**src/rtl/curl_pow_sequencer.sv**
```systemverilog
// Job sequencer in front of the Curl PoW core: loads 9-word chunks, issues absorb
// transforms, then launches PoW with an MWM mask and captures the winning nonce.
module curl_pow_sequencer #(
    parameter int DATA_WIDTH  = 54,
    parameter int ADDR_WIDTH  = 4,
    parameter int CNT_WIDTH   = 6,
    parameter int NONCE_WIDTH = 162
) (
    input  logic                   i_clk,
    input  logic                   i_arst_n,
    input  logic                   i_start,
    input  logic [CNT_WIDTH-1:0]   i_block_cnt,
    input  logic [5:0]             i_mwm,
    input  logic                   i_word_valid,
    input  logic [DATA_WIDTH-1:0]  i_word,
    output logic                   o_word_ready,
    output logic                   o_core_we,
    output logic [ADDR_WIDTH-1:0]  o_core_addr,
    output logic [DATA_WIDTH-1:0]  o_core_data,
    output logic                   o_core_transform,
    output logic                   o_core_pow,
    output logic [31:0]            o_core_mwm_mask,
    input  logic                   i_core_transforming,
    input  logic                   i_core_pow_hash_finish,
    input  logic                   i_core_pow_finish,
    input  logic [NONCE_WIDTH-1:0] i_core_nonce,
    output logic                   o_busy,
    output logic                   o_done,
    output logic                   o_err,
    output logic [NONCE_WIDTH-1:0] o_nonce,
    output logic [31:0]            o_hash_cnt
);

    typedef enum logic [2:0] {
        S_IDLE, S_LOAD, S_XF_REQ, S_XF_ARM, S_XF_WAIT, S_POW_REQ, S_POW_WAIT, S_POW_CHK
    } state_t;

    // Word stream handshake: a word moves on a rising edge where i_word_valid and o_word_ready are both 1.
    state_t                 r_state;
    logic [CNT_WIDTH-1:0]   r_chunks_left;
    logic [ADDR_WIDTH-1:0]  r_word_idx;
    logic                   r_core_we;
    logic [ADDR_WIDTH-1:0]  r_core_addr;
    logic [DATA_WIDTH-1:0]  r_core_data;
    logic                   r_core_transform;
    logic                   r_core_pow;
    logic [31:0]            r_mask;
    logic                   r_busy;
    logic                   r_done;
    logic                   r_err;
    logic [NONCE_WIDTH-1:0] r_nonce;
    logic [31:0]            r_hash_cnt;

    logic [31:0] w_mask;
    logic        w_last_word;

    assign w_mask      = (i_mwm >= 6'd32) ? 32'hFFFF_FFFF : ((32'd1 << i_mwm) - 32'd1);
    assign w_last_word = (r_word_idx == ADDR_WIDTH'(8));

    always_ff @(posedge i_clk or negedge i_arst_n) begin
        if (!i_arst_n) begin
            r_state          <= S_IDLE;
            r_chunks_left    <= '0;
            r_word_idx       <= '0;
            r_core_we        <= 1'b0;
            r_core_addr      <= '0;
            r_core_data      <= '0;
            r_core_transform <= 1'b0;
            r_core_pow       <= 1'b0;
            r_mask           <= '0;
            r_busy           <= 1'b0;
            r_done           <= 1'b0;
            r_err            <= 1'b0;
            r_nonce          <= '0;
            r_hash_cnt       <= '0;
        end else begin
            r_core_we        <= 1'b0;
            r_core_transform <= 1'b0;
            r_core_pow       <= 1'b0;
            r_done           <= 1'b0;
            r_err            <= 1'b0;
            case (r_state)
                S_IDLE: begin
                    if (i_start) begin
                        if (i_block_cnt == '0) begin
                            r_err <= 1'b1;
                        end else begin
                            r_chunks_left <= i_block_cnt;
                            r_mask        <= w_mask;
                            r_hash_cnt    <= '0;
                            r_word_idx    <= '0;
                            r_busy        <= 1'b1;
                            r_state       <= S_LOAD;
                        end
                    end
                end
                S_LOAD: begin
                    if (i_word_valid) begin
                        r_core_we   <= 1'b1;
                        r_core_addr <= r_word_idx;
                        r_core_data <= i_word;
                        if (w_last_word) begin
                            r_word_idx <= '0;
                            r_state    <= (r_chunks_left != '0) ? S_XF_REQ : S_POW_REQ;
                        end else begin
                            r_word_idx <= r_word_idx + ADDR_WIDTH'(1);
                        end
                    end
                end
                S_XF_REQ: begin
                    r_core_transform <= 1'b1;
                    r_chunks_left    <= r_chunks_left - CNT_WIDTH'(1);
                    r_state          <= S_XF_ARM;
                end
                // The core's busy flag only rises one edge after it sees the transform pulse.
                S_XF_ARM: r_state <= S_XF_WAIT;
                S_XF_WAIT: begin
                    if (!i_core_transforming) r_state <= S_LOAD;
                end
                S_POW_REQ: begin
                    r_core_pow <= 1'b1;
                    r_state    <= S_POW_WAIT;
                end
                S_POW_WAIT: begin
                    if (i_core_pow_hash_finish) begin
                        if (r_hash_cnt != 32'hFFFF_FFFF) r_hash_cnt <= r_hash_cnt + 32'd1;
                        r_state <= S_POW_CHK;
                    end
                end
                S_POW_CHK: begin
                    if (i_core_pow_finish) begin
                        r_nonce <= i_core_nonce;
                        r_done  <= 1'b1;
                        r_busy  <= 1'b0;
                        r_state <= S_IDLE;
                    end else begin
                        r_state <= S_POW_WAIT;
                    end
                end
                default: r_state <= S_IDLE;
            endcase
        end
    end

    // Ready is decoded from state so an asynchronous reset drops it immediately.
    assign o_word_ready     = (r_state == S_LOAD);
    assign o_core_we        = r_core_we;
    assign o_core_addr      = r_core_addr;
    assign o_core_data      = r_core_data;
    assign o_core_transform = r_core_transform;
    assign o_core_pow       = r_core_pow;
    assign o_core_mwm_mask  = r_mask;
    assign o_busy           = r_busy;
    assign o_done           = r_done;
    assign o_err            = r_err;
    assign o_nonce          = r_nonce;
    assign o_hash_cnt       = r_hash_cnt;

endmodule
```
**config.mk**
```make
export PLATFORM = sky130hd
export DESIGN_NAME = curl_pow_sequencer
export DESIGN_NICKNAME = d
export VERILOG_FILES = /design/src/rtl/curl_pow_sequencer.sv
export SDC_FILE = /design/constraint.sdc
export NUM_CORES = 1
export LEC_CHECK = 0
export CAP_MARGIN = 40
export CORE_AREA = 2 2 204 206
export DETAILED_ROUTE_END_ITERATION = 10
export DIE_AREA = 0 0 206 208
export GPL_TIMING_DRIVEN = 0
export SLEW_MARGIN = 0
export SYNTH_ARGS = -nofsm -noshare
export SYNTH_HDL_FRONTEND = slang
export SYNTH_SLANG_ARGS = --single-unit
```
**constraint.sdc**
```tcl
create_clock -name i_clk -period 2.4 [get_ports i_clk]
set_clock_uncertainty 0.1 [all_clocks]
set_input_delay 0.72 -clock i_clk [delete_from_list [all_inputs] [get_ports i_clk]]
set_output_delay 0.72 -clock i_clk [all_outputs]
set_load 0.02 [all_outputs]
```
# Yosys cells after proc, flatten, opt, wreduce, memory -nomap -nowiden

Index checks and enable logic that the tools add are counted.

Add/sub/neg operators: 4
Order comparisons: 1
Equality and inequality tests: 17
Shift-type cells: 1
Muxes and demuxes: 36
Bitwise logic cells: 1
Reduce and logical (&&, ||, !) cells: 15

Operators with widths:

| operator              | count |
|---|---|
| $mux 32               | 5 |
| $pmux 32 s2           | 1 |
| $add 32x1->32 const B | 1 |
| $ne 32x32->1 const B  | 1 |
| $shl 1x6->32 const A  | 1 |
| $sub 32x1->32 const B | 1 |
| $mux 3                | 8 |
| $pmux 3 s8            | 1 |
| $mux 4                | 4 |
| $ne 2x2->1 const B    | 7 |
| $eq 3x3->1 const B    | 4 |
| $mux 1                | 12 |
| $mux 6                | 2 |
| $pmux 6 s2            | 1 |
| $pmux 4 s2            | 1 |
| $reduce_and 4->1      | 2 |
| $reduce_bool 2->1     | 4 |
| $eq 3x2->1 const B    | 2 |
| $ge 6x6->1 const B    | 1 |
| $logic_not 6->1       | 1 |
| $reduce_and 3->1      | 2 |
| $reduce_and 6->1      | 1 |
| $reduce_bool 6->1     | 1 |
| $sub 6x1->6 const B   | 1 |
| 9 further kinds       | 10 |

Flip-flop bits (word level): 303
Output and inout port bits: 291

# Logic depth before layout (Yosys ltp)

Gate-level depths: netlist of run 1.

Depth in word-level cells: 5
Mapped depth: 11

# Worst setup path after synthesis of run 1

Ideal clock, no wire load.

Path type: input-to-reg
From: in i_mwm[4]
To: reg r_mask[6] (netlist: o_core_mwm_mask[6])
Setup time: 73 ps
Arrival: 2998 ps
Slack: -771 ps
Stages: 11
Path through: clkbuf_1 > or2_2 > clkbuf_1 > nor3_1 > nand3b_1 > ha_1 > or2_2 > or3_1 > a21oi_1 > a2111oi_0 > nor2_1

Word-level cells in the longest chain between the ends: 3
Elaborated cells on any way between the ends: 4
Those cells by class: add/sub (1); order compare (1); shift (1); mux (1)

Ends and longest elaborated chain:

| element              | RTL line | source |
|---|---|---|
| start, declared      | 13       | `input logic [5:0] i_mwm,` |
| $shl 1x6->32         | 57       | `assign w_mask = (i_mwm >= 6'd32) ? 32'hFFFF_FFFF : ((32'd1 << i_mwm) - 32'd1);` |
| $sub 32x1->32        | 57       |  |
| $mux 32 (*)          | 57       |  |
| end signal, assigned | 89       | `r_mask <= w_mask;` |
| end, declared        | 47       | `logic [31:0] r_mask;` |

Every way passes the cells marked *; elsewhere a longest branch is shown, timed or not.
A chain may end at the register's enable or synchronous reset.

# Final worst setup path of run 1

From: reg r_nonce[104] (netlist: o_nonce[104])
To: out o_nonce[104]

RTL lines:

| element                | RTL line | source |
|---|---|---|
| start, declared        | 51       | `logic [NONCE_WIDTH-1:0] r_nonce;` |
| start signal, assigned | 132      | `r_nonce <= i_core_nonce;` |
| end, declared          | 30       | `output logic [NONCE_WIDTH-1:0] o_nonce,` |

No word-level cell between the ends.

==> results of run 1 <==
-- power groups by stage --
stage	clock network [µW]	logic [µW]	registers (µW)
5_1_grt	6060	10000	8150
2_1_floorplan	0	2400	10000
4_1_cts	5830	9410	7960
3_3_place_gp	0	9400	7990
3_5_place_dp	0	9470	8020
6_report	5660	9320	7930
-- sequential cells by signal, indices dropped and copies added (netlist names), 3 cells and up --
signal / count
o_core_data: 54
o_core_mwm_mask: 32
o_hash_cnt: 32
r_state: 3
o_nonce: 162
o_core_addr: 4
r_word_idx: 4
r_chunks_left: 6
-- stage by stage --
stage	setup WS (ns)	hold slack [ns]	setup TNS (ns)	instances	utilization, %
final	0.0469	0.151	0	2491	50.5
after global routing	-0.0543	0.203	-0.254	2491	50.5
after CTS	0.000293	0.165	0	2479	49.8
after detailed placement	-1.11	0.361	-182.24	2405	46.4
after global placement	-13.33	0.358	-4200.62	2403	46.3
after floorplan	-0.389	0.324	-3.01	1349	-
-- routing by layer --
| layer | wire length (µm) | vias to the layer above | global-route usage [%] |
|---|---|---|---|
| met2 | 22600 | 518 | 35.8 |
| met1 | 18200 | 5664 | 25.7 |
| met3 | 4610 | 73 | 7.46 |
| met4 | 965 | 2 | 5.37 |
| li1 | - | 5672 | - |
| met5 | 13 | - | 0 |
-- final timing paths --
kind                       slack [ns]                              end
min in group i_clk               0.37  o_core_mwm_mask[16]$_DFFE_PN0P_
hold reg to reg                  0.37  o_core_mwm_mask[16]$_DFFE_PN0P_
setup / recovery                 0.05                     o_nonce[104]
setup reg to reg                 0.07       o_hash_cnt[11]$_DFFE_PN0P_
max in group asynchronous        0.94         o_nonce[107]$_DFFE_PN0P_
hold / removal                   0.15      o_core_data[21]$_DFFE_PN0P_
-- cell type report --
type,count,area (µm²),share of cell area (%)
Multi-Input combinational cell,948,5010,24.5
Inverter,18,67.6,0.330
Clock buffer,59,1170,5.71
Tap cell,532,666,3.25
Sequential cell,303,7580,37.0
Clock inverter,7,72.6,0.354
Buffer,77,424,2.07
Antenna cell,2,5.00,0.0244
Timing Repair Buffer,545,5490,26.8
-- cell families after synthesis --
| group | after synthesis | synth area share, % |
|---|---|---|
| simple gates | 713 | 23.4 |
| buf+inv | 98 | 3.07 |
| flops | 303 | 59.2 |
| compound gates | 165 | 8.26 |
| xor+xnor | 4 | 0.274 |
| fa+ha+maj | 5 | 0.489 |
| mux | 61 | 5.33 |
-- repair_timing --
action                                  in CTS  in global routing
gates resized for setup                    135                 92
gates cloned                                 1                  0
setup buffers                                9                 11
endpoints found under the setup margin     329                130
pin swaps                                    8                 12
-- placed cells by master (no fill, tap or decap), drive strengths merged, types with 4 or more instances in the layout --
| cell type | instances |
|---|---|
| o22ai | 5 |
| o21a | 5 |
| nor3 | 17 |
| and2 | 7 |
| dlygate4sd2 | 73 |
| clkbuf | 114 |
| nand2 | 545 |
| a221oi | 5 |
| and4 | 4 |
| and3 | 10 |
| clkinv | 4 |
| nor2 | 54 |
| a22o | 4 |
| or3 | 8 |
| dlymetal6s2s | 57 |
| mux2 | 58 |
| inv | 18 |
| a21oi | 42 |
| dfrtp | 303 |
| clkdlybuf4s50 | 389 |
| ha | 5 |
| buf | 48 |
| nor4 | 6 |
| nand3 | 18 |
| a31o | 4 |
| o211ai | 5 |
| or4 | 15 |
| a31oi | 16 |
| nand4 | 9 |
| o31ai | 23 |
| o21ai | 40 |
==> impl_metrics.json, run 1 <==
{
  "outcome": "finished clean",
  "synth_edf_count": 0,
  "irDropWorstVdd_mv": 0.534,
  "place.gp.congestion": 0.884,
  "rsz0062_at_grt": "yes",
  "clkPwrFrac_pct": 24.7,
  "cellLeakagePower_uw": 0.0102,
  "swShare_pct": 35.8,
  "cp_data_arrival_time_ns": 1.53,
  "num_vias": 11900,
  "placedInstanceArea_um2": 18800,
  "first_iter_violations": 602,
  "cp_slowest_cell": "clkdlybuf4s50_1",
  "p_int_uw": 14700,
  "drt-pass1-iter-count": 5,
  "cp.buffers_inverters": 1,
  "tightest_slew_ns": 0.808,
  "yosys-top-cells-area": "dfrtp_1 59%, nand2_1 16%, mux2_2 5.1%",
  "numCtsBuffers": 37,
  "async_reset_ff_share_pct": 100,
  "worstSetupPathType": "reg -> out",
  "synth_flop_cell": "dfrtp_1",
  "grt_pass1_vias": 11900,
  "yosysMostFrequentCell": "nand2_1",
  "timing.max_cap.violations": 0,
  "max_freq_ghz": 0.425,
  "initial_core_util_pct": 31.6,
  "path_clk_slew_ns": 0.06,
  "postRouteAntennaNets": 0,
  "setup_viol": 0,
  "clk_latency_ns": 0.54,
  "antenna_found_initial": 3,
  "synthTopCellsByCount": "545 x nand2_1, 303 x dfrtp_1, 59 x clkbuf_1",
  "nNetsFinal": 2170,
  "synth_top_area_share_pct": 59.2,
  "synth_largest_area_cell": "dfrtp_1",
  "p_sw_uw": 8200,
  "remaining_drc_errors": 0,
  "cts-htree-levels": 2,
  "ctsHoldBuffers": 0,
  "die_y_um": 208,
  "fin_crit_sh_pct": 98.0,
  "cts_root_buf": "clkbuf_16",
  "p_total_uw": 22900,
  "cp_top_family": "buffers and inverters",
  "cts_sinks": 303,
  "grt_remaining_overflow": 0,
  "dp_hpwl_um": 34900,
  "cts_max_path_buffers": 3,
  "max-slew-margin-rel_pct": 46.2,
  "cts_tree": "yes",
  "pwr-share-comb_pct": 40.7,
  "slowest_delay_ns": 0.64,
  "dieArea_um2": 42800,
  "design_area_um2": 20500,
  "num_rows": 74,
  "hold_class": "in -> async",
  "r2r-start": "o_hash_cnt[1]$_DFFE_PN0P_",
  "ys_ff_latch": 303,
  "worst_r2r_path_depth": 8,
  "synth_cell_types": 57,
  "io_pins": 526,
  "grt_first_pass_wirelength_um": 70400,
  "endpoint_kind": "output port",
  "dieWidth_um": 206,
  "syn_inst": 1349,
  "grt_max_degree": 111,
  "crit_fanout": 2,
  "post_drt_wl_per_cell_um": 18.6,
  "finalCriticalPeriod_ns": 2.35,
  "hold_violations": 0,
  "powerDensity_nw_per_um2": 1120,
  "syn_avg_cell_area_um2": 9.49,
  "cp-startpoint": "o_nonce[104]$_DFFE_PN0P_",
  "core_area_um2": 40600,
  "area_delta_synth_final_pct": 60.0,
  "startpoint_type": "flop",
  "synth_area_um2": 12800,
  "fill_cells": 3757,
  "maxSlewViolCount": 0,
  "power_frac_seq_pct": 34.6,
  "yosysWarningCount": 0,
  "path_cells": "clkdlybuf4s50_1",
  "syn_nets": 1589,
  "grt_usage_pct": 21.2,
  "portBuffers": 522,
  "drive_gt1_share_pct": 11.5,
  "cp.required_ns": 1.58,
  "viasPerCell": 4.79,
  "seq_area_frac_synth_pct": 59.2,
  "routed_wl_um": 46400,
  "crit_cells": 1
}
No activity file was read; power rests on OpenSTA's default activity.
==> run 2, diff against run 1 <==
Settings changed: GPL_TIMING_DRIVEN 0 to unset.
==> impl_metrics.json, run 2 (same netlist as run 1, synthesis figures left out) <==
{
  "max_freq_ghz": 0.425,
  "cp_slowest_cell": "clkdlybuf4s50_1",
  "num_rows": 74,
  "cts_tree": "yes",
  "grt_max_degree": 68,
  "setup-tns-final_ns": 0,
  "pwr-share-comb_pct": 41.1,
  "swShare_pct": 35.5,
  "drt-pass1-iter-count": 4,
  "dp_hpwl_um": 33800,
  "fin_crit_sh_pct": 98.0,
  "dieWidth_um": 206,
  "finalCriticalPeriod_ns": 2.35,
  "timing.max_cap.violations": 0,
  "layout_common_cells": "543 x nand2_1, 418 x clkdlybuf4s50_1, 302 x dfrtp_1, 103 x buf_4, 70 x dlygate4sd2_1",
  "cp.buffers_inverters": 1,
  "cts_max_path_buffers": 3,
  "cellLeakagePower_uw": 0.0103,
  "dieArea_um2": 42800,
  "tightest_slew_ns": 0.438,
  "powerDensity_nw_per_um2": 1100,
  "power_frac_seq_pct": 34.6,
  "grt_pass1_vias": 12000,
  "antenna_found_initial": 2,
  "post_drt_wl_per_cell_um": 17.9,
  "finish.utilization_pct": 51.7,
  "maxSlewViolCount": 0,
  "clk_latency_ns": 0.54,
  "p_int_uw": 14800,
  "postRouteAntennaNets": 0,
  "hold_violations": 0,
  "path_cells": "clkdlybuf4s50_1",
  "final_common_cell": "nand2_1",
  "drive_gt1_share_pct": 13.9,
  "endpoint_kind": "output port",
  "slowest_delay_ns": 0.64,
  "reg2reg_slack_ns": 0.10,
  "setup_viol": 0,
  "die_y_um": 208,
  "remaining_drc_errors": 0,
  "nNetsFinal": 2199,
  "cts_sinks": 303,
  "cp_top_family": "buffers and inverters",
  "place_ws_ns": -0.707,
  "first_iter_violations": 679,
  "viasPerCell": 4.70,
  "grt_usage_pct": 20.8,
  "num_vias": 11800,
  "io_pins": 526,
  "initial_core_util_pct": 31.6,
  "cts-htree-levels": 2,
  "place.gp.congestion": 0.890,
  "grt_first_pass_wirelength_um": 69400,
  "area_delta_synth_final_pct": 63.6,
  "core_area_um2": 40600,
  "startpoint_type": "flop",
  "numCtsBuffers": 36,
  "portBuffers": 525,
  "clkPwrFrac_pct": 24.3,
  "grt_remaining_overflow": 0,
  "largest_reg_flops": 162,
  "fin_ws_ns": 0.0476,
  "routed_wl_um": 45200,
  "crit_fanout": 2,
  "max-slew-margin-rel_pct": 70.5,
  "irDropWorstVdd_mv": 0.529,
  "path_clk_slew_ns": 0.06,
  "cp_data_arrival_time_ns": 1.53,
  "worstSetupPathType": "reg -> out",
  "cts_root_buf": "clkbuf_16",
  "outcome": "finished clean",
  "cp.required_ns": 1.58,
  "p_sw_uw": 8180,
  "hold_class": "reg -> reg"
}
[run 2: worst reg2reg max path, cell delays in order (launching register included)]
cell and delay, ns:
dfrtp_1 0.45, buf_4 0.19, nor3_2 0.06, or4_1 0.62, or3_1 0.48, nand2_2 0.18
o21ai_0 0.10
[run 2: cell type report]
type / instances / area [µm²]
inverter: 18 / 70.1
antenna: 2 / 5.00
tap: 532 / 666
fill: 3742 / 19600
multi-input combinational: 949 / 4940
clock inverter: 16 / 171
timing repair buffer: 651 / 6480
sequential: 303 / 7580
clock buffer: 47 / 1040
[run 2: timing repair]
| action | 4_1_cts | 5_1_grt |
|---|---|---|
| hold buffers | 1 | 0 |
| gates cloned | 1 | 0 |
| setup endpoints to repair | 91 | 55 |
| pin swaps | 2 | 9 |
| setup buffers | 2 | 1 |
| gates resized for setup | 77 | 46 |
| hold endpoints to repair | 35 | 0 |
[run 2: power by group through the flow]
| stage | sequential [µW] | clock (µW) | combinational (µW) |
|---|---|---|---|
| 6_report | 7960 | 5600 | 9470 |
| 5_1_grt | 8170 | 6000 | 10200 |
| 4_1_cts | 7980 | 5760 | 9600 |
| 3_5_place_dp | 8040 | 0 | 9740 |
| 3_3_place_gp | 7980 | 0 | 9650 |
| 2_1_floorplan | 10000 | 0 | 2400 |
[run 2: final timing paths]
kind | from | endpoint | cells past startpoint
min in group asynchronous | i_arst_n | o_core_data[21]$_DFFE_PN0P_ | 2
min reg2reg | o_nonce[46]$_DFFE_PN0P_ | o_nonce[46]$_DFFE_PN0P_ | 2
max reg2reg | r_state[2]$_DFFE_PN0P_ | o_hash_cnt[0]$_DFFE_PN0P_ | 6
max in group asynchronous | i_arst_n | o_core_we$_DFF_PN0_ | 3
min | o_nonce[46]$_DFFE_PN0P_ | o_nonce[46]$_DFFE_PN0P_ | 2
max | o_nonce[97]$_DFFE_PN0P_ | o_nonce[97] | 1
[run 2: stage by stage]
stage	hold slack, ns	total power (µW)	cells	instance area (µm²)
floorplan	0.324	12400	1349	12900
global placement	0.357	17600	2448	19600
detailed placement	0.361	17800	2448	19600
CTS	0.371	23300	2515	20800
global route	0.386	24400	2518	21000
finish	0.365	23000	2518	21000
[run 2: metal layers]
layer / global-route usage (%) / share of wire, %
met4: 6.90 / 2.6
met5: 0 / 0
met1: 25.8 / 41
met2: 34.5 / 48
met3: 6.09 / 8.6
